File: src/rtl/hand_centroid_pkg.sv
// Shared constants and FSM state type for the hand centroid stage and the frame RAM addressing.
package hand_pkg;
  localparam int COORD_W        = 10;
  localparam int CNT_W          = 19;
  localparam int SUM_W          = 29;
  localparam int DEFAULT_WIDTH  = 640;
  localparam int DEFAULT_HEIGHT = 480;

  typedef enum logic [1:0] {
    IDLE,
    DIV,
    DONE
  } cent_state_t;
endpackage

File: src/rtl/hand_centroid_if.sv
// Pixel stream in, centroid result out. Optional bounding box signals exist only
// when HAND_CENTROID_BBOX_EN is defined.
interface hand_centroid_if;
  import hand_pkg::*;

  logic               frame_start;
  logic               pixel_valid;
  logic               pixel_bit;
  logic [COORD_W-1:0] hand_x;
  logic [COORD_W-1:0] hand_y;
  logic [CNT_W-1:0]   pixel_total;
  logic               cent_found;
  logic               cent_valid;
  logic               busy;
`ifdef HAND_CENTROID_BBOX_EN
  logic [COORD_W-1:0] bbox_xmin;
  logic [COORD_W-1:0] bbox_xmax;
  logic [COORD_W-1:0] bbox_ymin;
  logic [COORD_W-1:0] bbox_ymax;

  modport master (output frame_start, pixel_valid, pixel_bit,
                  input  hand_x, hand_y, pixel_total, cent_found, cent_valid, busy,
                         bbox_xmin, bbox_xmax, bbox_ymin, bbox_ymax);
  modport slave  (input  frame_start, pixel_valid, pixel_bit,
                  output hand_x, hand_y, pixel_total, cent_found, cent_valid, busy,
                         bbox_xmin, bbox_xmax, bbox_ymin, bbox_ymax);
`else
  modport master (output frame_start, pixel_valid, pixel_bit,
                  input  hand_x, hand_y, pixel_total, cent_found, cent_valid, busy);
  modport slave  (input  frame_start, pixel_valid, pixel_bit,
                  output hand_x, hand_y, pixel_total, cent_found, cent_valid, busy);
`endif
endinterface

File: src/rtl/hand_centroid_seq_divider.sv
// Restoring divider, one quotient bit per cycle; done pulses the cycle after the last bit.
module seq_divider #(
    parameter int N_W = 29,
    parameter int D_W = 19,
    parameter int Q_W = 10
) (
    input  logic           Clk,
    input  logic           Reset,
    input  logic           start,
    input  logic [N_W-1:0] dividend,
    input  logic [D_W-1:0] divisor,
    output logic           done,
    output logic [Q_W-1:0] quotient
);
    localparam int C_W = $clog2(N_W + 1);

    logic [N_W-1:0] quot;
    logic [D_W-1:0] rem;
    logic [D_W-1:0] dvsr;
    logic [C_W-1:0] count;
    logic           running;
    logic [D_W:0]   rem_shift;
    logic [D_W:0]   trial;

    // A set MSB in trial means the subtraction underflowed and the remainder is restored.
    always_comb begin
        rem_shift = {rem, quot[N_W-1]};
        trial     = rem_shift - {1'b0, dvsr};
    end

    // NOTE: reset is synchronous here, so it lives inside the clocked branch; state uses <= only.
    always_ff @(posedge Clk) begin
        if (Reset) begin
            quot    <= '0;
            rem     <= '0;
            dvsr    <= '0;
            count   <= '0;
            running <= 1'b0;
            done    <= 1'b0;
        end else begin
            done <= 1'b0;
            if (start) begin
                quot    <= dividend;
                rem     <= '0;
                dvsr    <= divisor;
                count   <= C_W'(N_W);
                running <= 1'b1;
            end else if (running) begin
                if (!trial[D_W]) begin
                    rem  <= trial[D_W-1:0];
                    quot <= {quot[N_W-2:0], 1'b1};
                end else begin
                    rem  <= rem_shift[D_W-1:0];
                    quot <= {quot[N_W-2:0], 1'b0};
                end
                count <= count - C_W'(1);
                if (count == C_W'(1)) begin
                    running <= 1'b0;
                    done    <= 1'b1;
                end
            end
        end
    end

    assign quotient = quot[Q_W-1:0];
endmodule

File: src/rtl/hand_centroid.sv
// Per-frame centroid of set pixels in a binarised stream. Defining HAND_CENTROID_BBOX_EN
// adds a bounding box of set pixels published alongside the centroid.
module hand_centroid
    import hand_pkg::*;
#(
    parameter int WIDTH      = DEFAULT_WIDTH,
    parameter int HEIGHT     = DEFAULT_HEIGHT,
    parameter int MIN_PIXELS = 64
) (
    input logic            Clk,
    input logic            Reset,
    hand_centroid_if.slave bus
);
    localparam int X_W = $clog2(WIDTH);
    localparam int Y_W = $clog2(HEIGHT + 1);
    localparam logic [X_W-1:0]   X_LAST  = X_W'(WIDTH - 1);
    localparam logic [Y_W-1:0]   Y_END   = Y_W'(HEIGHT);
    localparam logic [CNT_W-1:0] MIN_CNT = CNT_W'(MIN_PIXELS);

    logic [X_W-1:0]     x;
    logic [Y_W-1:0]     y;
    logic [SUM_W-1:0]   sum_x, sum_y;
    logic [CNT_W-1:0]   cnt, snap_cnt;
    logic               first_set;
    cent_state_t        state, state_next;
    logic               div_start, pub_div, pub_short;
    logic               done_x, done_y;
    logic [COORD_W-1:0] q_x, q_y;

    // A strobe coinciding with frame_start is the new frame's pixel at (0,0).
    assign first_set = bus.pixel_valid && bus.pixel_bit;

    always_ff @(posedge Clk) begin
        if (Reset) begin
            x     <= '0;
            y     <= '0;
            sum_x <= '0;
            sum_y <= '0;
            cnt   <= '0;
        end else if (bus.frame_start) begin
            x     <= bus.pixel_valid ? X_W'(1) : '0;
            y     <= '0;
            sum_x <= '0;
            sum_y <= '0;
            cnt   <= first_set ? CNT_W'(1) : '0;
        end else if (bus.pixel_valid && (y < Y_END)) begin
            if (x == X_LAST) begin
                x <= '0;
                y <= y + Y_W'(1);
            end else begin
                x <= x + X_W'(1);
            end
            if (bus.pixel_bit) begin
                sum_x <= sum_x + SUM_W'(x);
                sum_y <= sum_y + SUM_W'(y);
                cnt   <= cnt + CNT_W'(1);
            end
        end
    end

    seq_divider #(.N_W(SUM_W), .D_W(CNT_W), .Q_W(COORD_W)) u_div_x (
        .Clk(Clk), .Reset(Reset), .start(div_start), .dividend(sum_x),
        .divisor(cnt), .done(done_x), .quotient(q_x)
    );

    seq_divider #(.N_W(SUM_W), .D_W(CNT_W), .Q_W(COORD_W)) u_div_y (
        .Clk(Clk), .Reset(Reset), .start(div_start), .dividend(sum_y),
        .divisor(cnt), .done(done_y), .quotient(q_y)
    );

    always_ff @(posedge Clk) begin
        if (Reset) state <= IDLE;
        else       state <= state_next;
    end

    // NOTE: every always_comb output gets a default first so no path can infer a latch.
    always_comb begin
        state_next = state;
        div_start  = 1'b0;
        pub_div    = 1'b0;
        pub_short  = 1'b0;
        case (state)
            IDLE: if (bus.frame_start) begin
                if (cnt >= MIN_CNT) begin
                    div_start  = 1'b1;
                    state_next = DIV;
                end else begin
                    pub_short  = 1'b1;
                    state_next = DONE;
                end
            end
            DIV: if (done_x && done_y) begin
                pub_div    = 1'b1;
                state_next = DONE;
            end
            DONE:    state_next = IDLE;
            default: state_next = IDLE;
        endcase
    end

    always_ff @(posedge Clk) begin
        if (Reset) begin
            snap_cnt        <= '0;
            bus.hand_x      <= '0;
            bus.hand_y      <= '0;
            bus.pixel_total <= '0;
            bus.cent_found  <= 1'b0;
            bus.cent_valid  <= 1'b0;
            bus.busy        <= 1'b0;
        end else begin
            bus.cent_valid <= pub_div || pub_short;
            bus.busy       <= (state_next == DIV);
            if (div_start) snap_cnt <= cnt;
            if (pub_short) begin
                bus.cent_found  <= 1'b0;
                bus.pixel_total <= cnt;
            end
            if (pub_div) begin
                bus.hand_x      <= q_x;
                bus.hand_y      <= q_y;
                bus.cent_found  <= 1'b1;
                bus.pixel_total <= snap_cnt;
            end
        end
    end

`ifdef HAND_CENTROID_BBOX_EN
    logic [COORD_W-1:0] cx, cy;
    logic [COORD_W-1:0] xmin, xmax, ymin, ymax;
    logic [COORD_W-1:0] s_xmin, s_xmax, s_ymin, s_ymax;

    assign cx = COORD_W'(x);
    assign cy = COORD_W'(y);

    always_ff @(posedge Clk) begin
        if (Reset) begin
            xmin <= '1; xmax <= '0; ymin <= '1; ymax <= '0;
            s_xmin <= '0; s_xmax <= '0; s_ymin <= '0; s_ymax <= '0;
            bus.bbox_xmin <= '0; bus.bbox_xmax <= '0;
            bus.bbox_ymin <= '0; bus.bbox_ymax <= '0;
        end else begin
            if (bus.frame_start) begin
                xmin <= first_set ? '0 : '1;
                ymin <= first_set ? '0 : '1;
                xmax <= '0;
                ymax <= '0;
            end else if (bus.pixel_valid && bus.pixel_bit && (y < Y_END)) begin
                if (cx < xmin) xmin <= cx;
                if (cx > xmax) xmax <= cx;
                if (cy < ymin) ymin <= cy;
                if (cy > ymax) ymax <= cy;
            end
            if (div_start) begin
                s_xmin <= xmin; s_xmax <= xmax; s_ymin <= ymin; s_ymax <= ymax;
            end
            if (pub_div) begin
                bus.bbox_xmin <= s_xmin; bus.bbox_xmax <= s_xmax;
                bus.bbox_ymin <= s_ymin; bus.bbox_ymax <= s_ymax;
            end
        end
    end
`endif
endmodule

File: src/flat_wrapper.sv
// flat-port wrapper written by rule: the top's interface ports become plain ports
module hand_centroid_flat import hand_pkg::*;
#(
    parameter int WIDTH      = DEFAULT_WIDTH,
    parameter int HEIGHT     = DEFAULT_HEIGHT,
    parameter int MIN_PIXELS = 64
)
  (Clk, Reset, bus_frame_start, bus_pixel_valid, bus_pixel_bit, bus_hand_x, bus_hand_y, bus_pixel_total, bus_cent_found, bus_cent_valid, bus_busy);
  hand_centroid_if bus_i ();
  input logic Clk;
  input logic Reset;
  input wire logic [$bits(bus_i.frame_start)-1:0] bus_frame_start;
  input wire logic [$bits(bus_i.pixel_valid)-1:0] bus_pixel_valid;
  input wire logic [$bits(bus_i.pixel_bit)-1:0] bus_pixel_bit;
  output wire logic [$bits(bus_i.hand_x)-1:0] bus_hand_x;
  output wire logic [$bits(bus_i.hand_y)-1:0] bus_hand_y;
  output wire logic [$bits(bus_i.pixel_total)-1:0] bus_pixel_total;
  output wire logic [$bits(bus_i.cent_found)-1:0] bus_cent_found;
  output wire logic [$bits(bus_i.cent_valid)-1:0] bus_cent_valid;
  output wire logic [$bits(bus_i.busy)-1:0] bus_busy;
  assign bus_i.frame_start = bus_frame_start;
  assign bus_i.pixel_valid = bus_pixel_valid;
  assign bus_i.pixel_bit = bus_pixel_bit;
  assign bus_hand_x = bus_i.hand_x;
  assign bus_hand_y = bus_i.hand_y;
  assign bus_pixel_total = bus_i.pixel_total;
  assign bus_cent_found = bus_i.cent_found;
  assign bus_cent_valid = bus_i.cent_valid;
  assign bus_busy = bus_i.busy;
  hand_centroid #(.WIDTH(WIDTH), .HEIGHT(HEIGHT), .MIN_PIXELS(MIN_PIXELS)) u_core (.Clk(Clk), .Reset(Reset), .bus(bus_i));
endmodule
File: config.mk
export PLATFORM = sky130hd
export DESIGN_NAME = hand_centroid_flat
export DESIGN_NICKNAME = d
export VERILOG_FILES = /design/src/rtl/hand_centroid_pkg.sv /design/src/rtl/hand_centroid_if.sv /design/src/rtl/hand_centroid_seq_divider.sv /design/src/rtl/hand_centroid.sv /design/src/flat_wrapper.sv
export SDC_FILE = /design/constraint.sdc
export NUM_CORES = 1
export LEC_CHECK = 0
export ABC_AREA = 1
export CORE_MARGIN = 3
export CORE_UTILIZATION = 38
export CTS_BUF_LIST = sky130_fd_sc_hd__clkbuf_4
export CTS_CLUSTER_DIAMETER = 200
export DETAILED_ROUTE_END_ITERATION = 8
export GPL_ROUTABILITY_DRIVEN = 0
export PLACE_DENSITY = 0.63
export RECOVER_POWER = 25
export SYNTH_ARGS = -nofsm -noshare
export SYNTH_HDL_FRONTEND = slang
export SYNTH_SLANG_ARGS = --single-unit
export TNS_END_PERCENT = 20
File: constraint.sdc
create_clock -name Clk -period 2 [get_ports Clk]
set_input_delay 0.5 -clock Clk [delete_from_list [all_inputs] [get_ports Clk]]
set_output_delay 0.5 -clock Clk [all_outputs]
set_load 0.05 [all_outputs]
### Word level (Yosys, flattened, before mapping)

Index checks and enable logic that the tools add are counted.

* $add $sub $neg: 9
* magnitude comparators: 2
* equality and inequality tests: 5
* multiplexer cells: 44
* bitwise operators: 2
* reductions and logical operators: 17

Operators by type and width (number)
* $mux 19: 7
* $mux 29: 4
* $sub 20x19->20: 2
* $mux 10: 3
* $add 29x10->29: 1
* $add 29x9->29: 1
* $mux 1: 22
* $mux 5: 4
* $add 19x1->19 const B: 1
* $ge 19x7->1 const B: 1
* $add 10x1->10 const B: 1
* $eq 10x10->1 const B: 1
* $eq 5x1->1 const B: 2
* $reduce_bool 2->1: 5
* $sub 5x1->5 const B: 2
* $add 9x1->9 const B: 1
* $lt 9x9->1 const B: 1
* $mux 2: 3
* $reduce_and 2->1: 3
* $reduce_or 3->1: 2
* $eq 2x1->1 const B: 2
* $pmux 2 s2: 1
* $reduce_or 2->1: 2
* $logic_and 1x1->1: 3
* 3 further kinds: 4

* flip-flop bits (word level): 269
* bits of input ports: 5
* output and inout bits: 42
* word-level logic and storage cells: 104

### Longest topological paths before layout

* depth after elaboration: 6
* gate-level depth with buffers: 17
* gate-level depth less buffers: 16

### By module

A second synthesis with hierarchy kept.

* cells, all modules: 2672
* area, all modules: 17387.9 sq um

Modules (own cells, without submodules)
* seq_divider: instances 2, cells an instance 713, area each 4593.2 sq um, sequential area each 1481.4 sq um
* hand_centroid: instances 1, cells an instance 1246, area each 8201.6 sq um, sequential area each 3183.1 sq um

### Worst setup path before layout

OpenSTA, ideal clock, no wires.

* path type: register to register
* start point: register u_core.sum_y[0]
* end point: register u_core.sum_y[18]
* setup time: 0.118 ns
* arrival time: 1.833 ns
* required time: 1.882 ns
* path slack: 0.049 ns
* stages on the path, launching flop included: 15
* buffers on the path: 0
* cell sequence: dfxtp_1 -> ha_1 -> fa_1 -> nand3_1 -> nand3_1 -> nand2_1 -> nand3_2 -> nand2_1 -> nand2_1 -> nand2_1 -> nor2_4 -> nand2_1 -> o21ai_1 -> nand2_1 -> nor2_1

* cells in the longest elaborated chain, start to end: 1

Ends and longest elaborated chain
* start, declared: line hand_centroid.sv:22 `logic [SUM_W-1:0] sum_x, sum_y;`
* start signal, assigned: line hand_centroid.sv:55 `sum_y <= sum_y + SUM_W'(y);`
* $add 29x9->29: line hand_centroid.sv:55

Every way passes these cells.
A chain may end at the register's enable or synchronous reset.

==> summary by stage <==
Floorplan
The width of the die is 205 µm. The die covers between 40000 and 50000 µm². During I/O placement, the number of pins put on the boundary was 47. Once the floorplan was initialized, standard cells occupied 38.7% of the core.

In this run the vertical extent of the chip is 205 µm. The floorplan has 72 rows. The total area inside the core boundary comes to 38900 µm².

Detailed routing
The total routed wirelength is 45.4 mm. The number of DRC violations after detailed routing is 0. Across all layers, the routed design uses ~16000 vias.

After detailed routing, the average wire length per cell comes to 14.3 µm. Using the TritonRoute via totals, the vias-per-cell ratio works out to 5.01. The number of detailed-routing iterations run before antenna repair is 5. The remaining antenna violation count after routing is 0.

The detailed router finished its first iteration with 1055 violations.

Synthesis
The area share of the largest cell type after synthesis is 35.8%. The area of the mapped netlist is 15100 µm². When the netlist entered floorplanning its net count stood at 2356. The predominant post-synthesis flop cell is sky130_fd_sc_hd__dfxtp_1.

The number of standard cells after synthesis is 2282. After synthesis, the cell types taking the most area are sky130_fd_sc_hd__dfxtp_1 (36%), sky130_fd_sc_hd__nand2_1 (17%), sky130_fd_sc_hd__inv_1 (7.3%). After synthesis the netlist holds a flip-flop and latch count of 269.

Counting flops with an async set or reset pin after synthesis yields a share of 0%. The cell type with the largest total area after synthesis is sky130_fd_sc_hd__dfxtp_1. The number of enable flip-flop cells after synthesis is 0. For this run, the number of Yosys warnings is 0. The synthesized netlist contains 48 unique library cells. The synthesized area divided by synthesized cell count is 6.60 µm².

The commonest cells after synthesis are sky130_fd_sc_hd__nand2_1 (674), sky130_fd_sc_hd__inv_1 (293), sky130_fd_sc_hd__dfxtp_1 (269). Sequential cells were found to cover between 30% and 40% of the synthesized design area. The leading cell type by number of instances after synthesis is sky130_fd_sc_hd__nand2_1.

Power
VDD sags by at most 391 µV. The analysis attributes to cell leakage a power of 8.82 nW. For this design the ratio of total power to cell area is 559 nW/µm².

Finish
The post-route netlist has 24.0% of its cells at a drive strength greater than 1. After the flow finishes, the layout carries non-filler instances totaling 3178. The count of nets after finishing is about 2700. Summing all non-filler instances in the final layout gives an area of just under 20000 µm². The signed area change from the synthesized netlist to the final layout is 31.6%.

Setup path
The most numerous cell type found on the critical path is sky130_fd_sc_hd__nand4_1. Along the worst path, the maximum fanout reaches 5. The maximum cell stage delay along the critical path is 0.36 ns. The data arrival time at the worst-slack endpoint is 2.74 ns. The critical path startpoint category is a flop. The kind of end point of the critical path is a flop. The setup path with the least slack is of type flop to flop. The data required time at the worst endpoint is approximately 2.6 ns.

On the critical path, the stage with the largest delay is an instance of sky130_fd_sc_hd__dfxtp_2. The critical path goes through inv_4 > ha_4 > nand4_1 > nor2_2 > nand3b_1 > nand4_1 > nand2_4 > buf_12 > nand2_2 > nand3_2 > a21oi_2.

Clock tree
The library cell used as clock root buffer is sky130_fd_sc_hd__clkbuf_4. The H-tree generated during clock tree synthesis spans 3 levels. Clock tree synthesis inserted a total of 77 buffers. The clock-pin slew reported for the worst setup and hold paths after clock tree synthesis is 0.07 ns.

The buffer levels on the longest clock path is 3. For the worst-skew pair, the clock arrives at the later sink with an insertion delay of 0.76 ns. The number of sinks on the clock net is 269. The clock tree from TritonCTS is built.

Timing
The clock arrives with 0.0697 ns of skew. The post-layout worst setup margin is -0.110 ns. The top achievable clock speed is 0.474 GHz. The worst pin sits at a relative slew slack of 35.8%. Setup repair after global routing could not meet its margin everywhere. The hold violation count in the final report is 0. Final hold analysis gives a worst-case slack of 0.306 ns. The final setup violation count is 40. The routed design could run at a clock period as short as around 2.1 ns. The final max-slew violation count is 0. The worst path uses 105% of the clock period.

The actual transition at the worst max-transition pin is 0.962 ns.

Global routing
The initial antenna violation count is 1. The number of global-route vias before repair is 15000. Entering global routing, the biggest net connects 45 pins.

Global routing used between 20% and 30% of the available tracks. The total overflow left after global routing is 0. The wire length of the first global-routing pass is a little over 70 mm.

Place
The number of placed instances with taps included is 3037. The quantity of I/O buffers inserted on ports is 46. Once placement finished, the instance area stood at between 15000 and 20000 µm².

The HPWL after detailed placement is 32.9 mm.

Outcome
The checks that failed: negative setup slack. The run finished, with violations left.

Hold path
The type of the tightest min-delay check is input pin to flop.

Run
Max-cap violations in this run came to 0.
-- final timing paths --
kind                                             start                              endpoint  slack, ns  cells after the start
hold reg to reg   u_core.u_div_y.quot[26]$_SDFFE_PP0P_  u_core.u_div_y.quot[26]$_SDFFE_PP0P_       0.47                      2
setup / recovery  u_core.u_div_x.dvsr[17]$_SDFFE_PP0P_    u_core.u_div_y.rem[8]$_SDFFE_PP0P_      -0.11                     11
hold / removal                                   Reset         u_core.sum_y[28]$_SDFFE_PP0P_       0.31                      5
setup reg to reg  u_core.u_div_x.dvsr[17]$_SDFFE_PP0P_    u_core.u_div_y.rem[8]$_SDFFE_PP0P_      -0.11                     11
-- final cells by class --
cell class / count / area [µm²]
diodes: 2 / 5.00
clock buffers: 109 / 818
clock inverters: 20 / 165
fillers: 3856 / 19100
inverters: 299 / 1150
multi-input cells: 1636 / 9000
flip-flops and latches: 269 / 5420
well taps: 518 / 648
repair buffers: 325 / 2630
-- state kept, by name (all words and copies together) (netlist names), 9 cells and up --
register / cells
u_core.cnt: 19
u_core.sum_y: 29
u_core.bus.hand_y: 10
u_core.u_div_x.rem: 19
u_core.bus.pixel_total: 19
u_core.sum_x: 29
u_core.u_div_y.quot: 29
u_core.u_div_x.dvsr: 19
u_core.y: 9
u_core.u_div_x.quot: 29
u_core.bus.hand_x: 10
u_core.x: 10
u_core.u_div_y.rem: 19
-- cells in the final DEF (no fill, tap or decap), types with 16 or more instances in the layout --
master	n
sky130_fd_sc_hd__buf_4	292
sky130_fd_sc_hd__inv_1	275
sky130_fd_sc_hd__nand3_2	23
sky130_fd_sc_hd__nand3_1	123
sky130_fd_sc_hd__nand2_2	36
sky130_fd_sc_hd__ha_1	26
sky130_fd_sc_hd__xnor2_1	16
sky130_fd_sc_hd__a31oi_1	30
sky130_fd_sc_hd__a21oi_1	194
sky130_fd_sc_hd__o21ai_0	109
sky130_fd_sc_hd__xor2_1	24
sky130_fd_sc_hd__dfxtp_1	247
sky130_fd_sc_hd__dfxtp_2	21
sky130_fd_sc_hd__clkbuf_4	110
sky130_fd_sc_hd__nand4_1	29
sky130_fd_sc_hd__ha_4	38
sky130_fd_sc_hd__nor2_1	167
sky130_fd_sc_hd__nor3_1	40
sky130_fd_sc_hd__nand2_1	638
-- worst max-delay path: cells and delay by family (launching register included) --
kind	cells	cell delay, ns
buf+inv	2	0.23
fa+ha+maj	1	0.28
simple gates	7	0.99
flops	1	0.36
compound gates	1	0.16
-- kinds of logic after synthesis --
family | count (synthesis) | synth area share (%)
adder cells (fa/ha/maj) | 69 | 5.93
flip-flops | 269 | 35.8
buffers and inverters | 377 | 10.1
AND/OR/NAND/NOR | 1122 | 31.3
XOR/XNOR | 40 | 2.33
AO/OA/AOI/OAI | 405 | 14.6
-- where the power goes --
group / internal, W / switching [W]
Clock: 0.00288 / 0.00238
Combinational: 0.000146 / 0.000272
Sequential: 0.00538 / 0.0000278
Total: 0.00841 / 0.00268
-- metrics by stage --
step                utilization (%)  total power, W  setup slack (ns)  TNS (ns)
floorplan                         -         0.00574            0.0490         0
CTS                            49.1          0.0112            -0.151     -3.20
global placement               45.9         0.00593            -0.476    -31.41
finish                         50.9          0.0111            -0.110     -2.18
global route                   50.9          0.0116            -0.245    -14.52
detailed placement             45.9         0.00594            -0.424    -37.79
-- metal layers --
layer  vias up  share of wire, %  track usage [%]
met3        82               5.6             3.23
met5         -                 0                0
met1      7363                46             27.4
met4         0               2.5             7.62
li1       8090                 -                -
met2       397                46             34.3
-- what timing repair did --
item | 4_1_cts | 5_1_grt
hold buffers | 0 | 0
buffers inserted | 0 | 6
endpoints found under the hold margin | 0 | 0
gates resized for setup | 55 | 155
pin swaps | 4 | 30
gates cloned | 0 | 4
setup endpoints to repair | 55 | 115
(Power assumes the default switching activity.)
==> patch, RTL diff (same flow settings) <==
Re-encode `cent_state_t` (3 states) as one-hot, 3 bits wide.
--- a/src/rtl/hand_centroid_pkg.sv
+++ b/src/rtl/hand_centroid_pkg.sv
@@ -7,8 +7,8 @@
   localparam int DEFAULT_HEIGHT = 480;
 
-  typedef enum logic [1:0] {
-    IDLE,
-    DIV,
-    DONE
+  typedef enum logic [2:0] {
+    IDLE = 3'b001,
+    DIV  = 3'b010,
+    DONE = 3'b100
   } cent_state_t;
 endpackage
Behaviour: same outputs for any inputs over 4 cycles, from zero or initial values and one cycle with Reset high; so few cycles prove little.
==> patch against the original RTL <==
  * The run still ends with setup timing left
  * Worst setup slack got worse by 0.14 ns
  * Area after synthesis increased by 1.1%
  * Final area decreased by 1.2%
  * Hold slack got worse by 0.0063 ns
  * Sequential cell count increased by 1
  * Routed wire length decreased by 0.79%
  * First-iteration DRC count increased by 5.3%
  * Global-route usage increased by 0.092 points
  * Power decreased by 2.1%
  * Critical endpoint is now u_core.u_div_y.rem[13]
==> patch: results (changes against the original RTL) <==
Run status: finished, violations left (unchanged). Violations in the final reports: setup timing (unchanged). The detailed-placement wirelength estimate is 32.6 mm (was 32.9 mm). The number of fill cells came to 3925 (was 3856).

The worst-case vdd ir drop came out at 0.302 mV (was 0.391 mV). The worst-case setup slack after placement came out at -0.257 ns (was -0.424 ns). The worst relative slew slack came out at 0.547 (was 0.358). The number of vias in the routed layout is 16000 (was 15900). The pin count of the biggest net entering global routing was 41 (was 45). The setup slack of the critical path after layout came out at -0.252 ns (was -0.110 ns). The largest clock skew in the final design is 0.0744 ns (was 0.0697 ns).

The top routing layer in use is met5 (was met4). The synthesized net count is 2387 (was 2356). The capturing element of the worst setup path is u_core.u_div_y.rem[13] (was u_core.u_div_y.rem[8]).

The wire length of the first global-routing pass was 72.7 mm (was 72.0 mm). The number of cells after detailed placement is 3067 (was 3037). The number of cells produced by synthesis came out at 2313 (was 2282). The final instance count without filler cells is 3212 (was 3178). The met3 routed wirelength came out at 2.29 mm (was 2.54 mm). The DRC violation total after the first TritonRoute iteration came out at 1111 (was 1055). The data arrival time of the worst path is 2.89 ns (was 2.74 ns). The number of failing setup endpoints in the final timing report is 65 (was 40). The proportion of layout cells with a drive suffix above 1 came out at 0.211 (was 0.240).

The total routed wire length on the met1 layer was 21.1 mm (was 20.8 mm). The net total in the final layout came to 2711 (was 2682). The detailed-routed wire length on met2 is 20.1 mm (was 20.9 mm). Most instantiated cells after synthesis: sky130_fd_sc_hd__nand2_1 (696), sky130_fd_sc_hd__inv_1 (301), sky130_fd_sc_hd__dfxtp_1 (270) (was sky130_fd_sc_hd__nand2_1 (674), sky130_fd_sc_hd__inv_1 (293), sky130_fd_sc_hd__dfxtp_1 (269)).

Top area cells in the synthesized netlist: sky130_fd_sc_hd__dfxtp_1 (36%), sky130_fd_sc_hd__nand2_1 (17%), sky130_fd_sc_hd__inv_1 (7.4%), sky130_fd_sc_hd__a21oi_1 (6.2%), sky130_fd_sc_hd__ha_1 (5.3%) (was sky130_fd_sc_hd__dfxtp_1 (36%), sky130_fd_sc_hd__nand2_1 (17%), sky130_fd_sc_hd__inv_1 (7.3%), sky130_fd_sc_hd__a21oi_1 (6.9%), sky130_fd_sc_hd__ha_1 (5.4%)). The slowest cell on the critical path was sky130_fd_sc_hd__ha_1 (was sky130_fd_sc_hd__dfxtp_2). The total track usage was 0.208 (about the same). The number of distinct library cells after synthesis came out at 44 (was 48).

The utilization after layout came out at 0.501 (was 0.509). The worst reg2reg path startpoint is u_core.u_div_x.dvsr[14] (was u_core.u_div_x.dvsr[17]). The post-synthesis sequential area ratio came to 0.355 (was 0.358). The cell area after placement is 0.0180 sq mm (was 0.0179 sq mm).
[patch: kinds of logic after synthesis]
kind of cell	synth area share
and+or+nand+nor	0.320
AOI/OAI and AO/OA	0.141
buffers and inverters	0.102
DFF	0.355
adders and majority gates	0.0587
xor gates and xnor gates	0.0230
[patch: report_power, final]
| part | internal [mW] | total (mW) | switching (mW) |
|---|---|---|---|
| clock | 2.45 | 4.93 | 2.48 |
| sequential | 5.41 | 5.44 | 0.0316 |
| combinational | 0.156 | 0.475 | 0.319 |
| total | 8.02 | 10.8 | 2.83 |
[patch: worst min-delay path by stage]
stage / start / to / slack [ns]
2_1_floorplan: u_core.u_div_y.quot[3] / u_core.bus.hand_y[3] / 0.44
3_3_place_gp: u_core.bus.pixel_total[6] / u_core.bus.pixel_total[6] / 0.45
3_5_place_dp: u_core.bus.pixel_total[9] / u_core.bus.pixel_total[9] / 0.45
4_1_cts: Reset / u_core.u_div_y.quot[1] / 0.24
5_1_grt: Reset / u_core.u_div_y.quot[23] / 0.25
6_report: Reset / u_core.u_div_y.quot[5] / 0.30
[patch: final cells by class]
class / count / area share
diodes: 4 / 0.000511
clock buffers: 106 / 0.0406
clock inverters: 26 / 0.00581
inverters: 308 / 0.0595
multi-input cells: 1656 / 0.449
flip-flops and latches: 270 / 0.276
well taps: 518 / 0.0331
repair buffers: 324 / 0.135
[patch: repair_timing]
action                     in CTS  in global routing
setup buffers                   2                  3
gates resized for setup        28                118
gates cloned                    1                  3
setup endpoints to repair      45                131
pin swaps                       6                 24
[patch: routing by layer]
| layer | global-route usage | vias up |
|---|---|---|
| met5 | 0 | - |
| met4 | 0.0827 | 2 |
| met3 | 0.0389 | 115 |
| met2 | 0.336 | 391 |
| met1 | 0.276 | 7318 |
| li1 | - | 8196 |
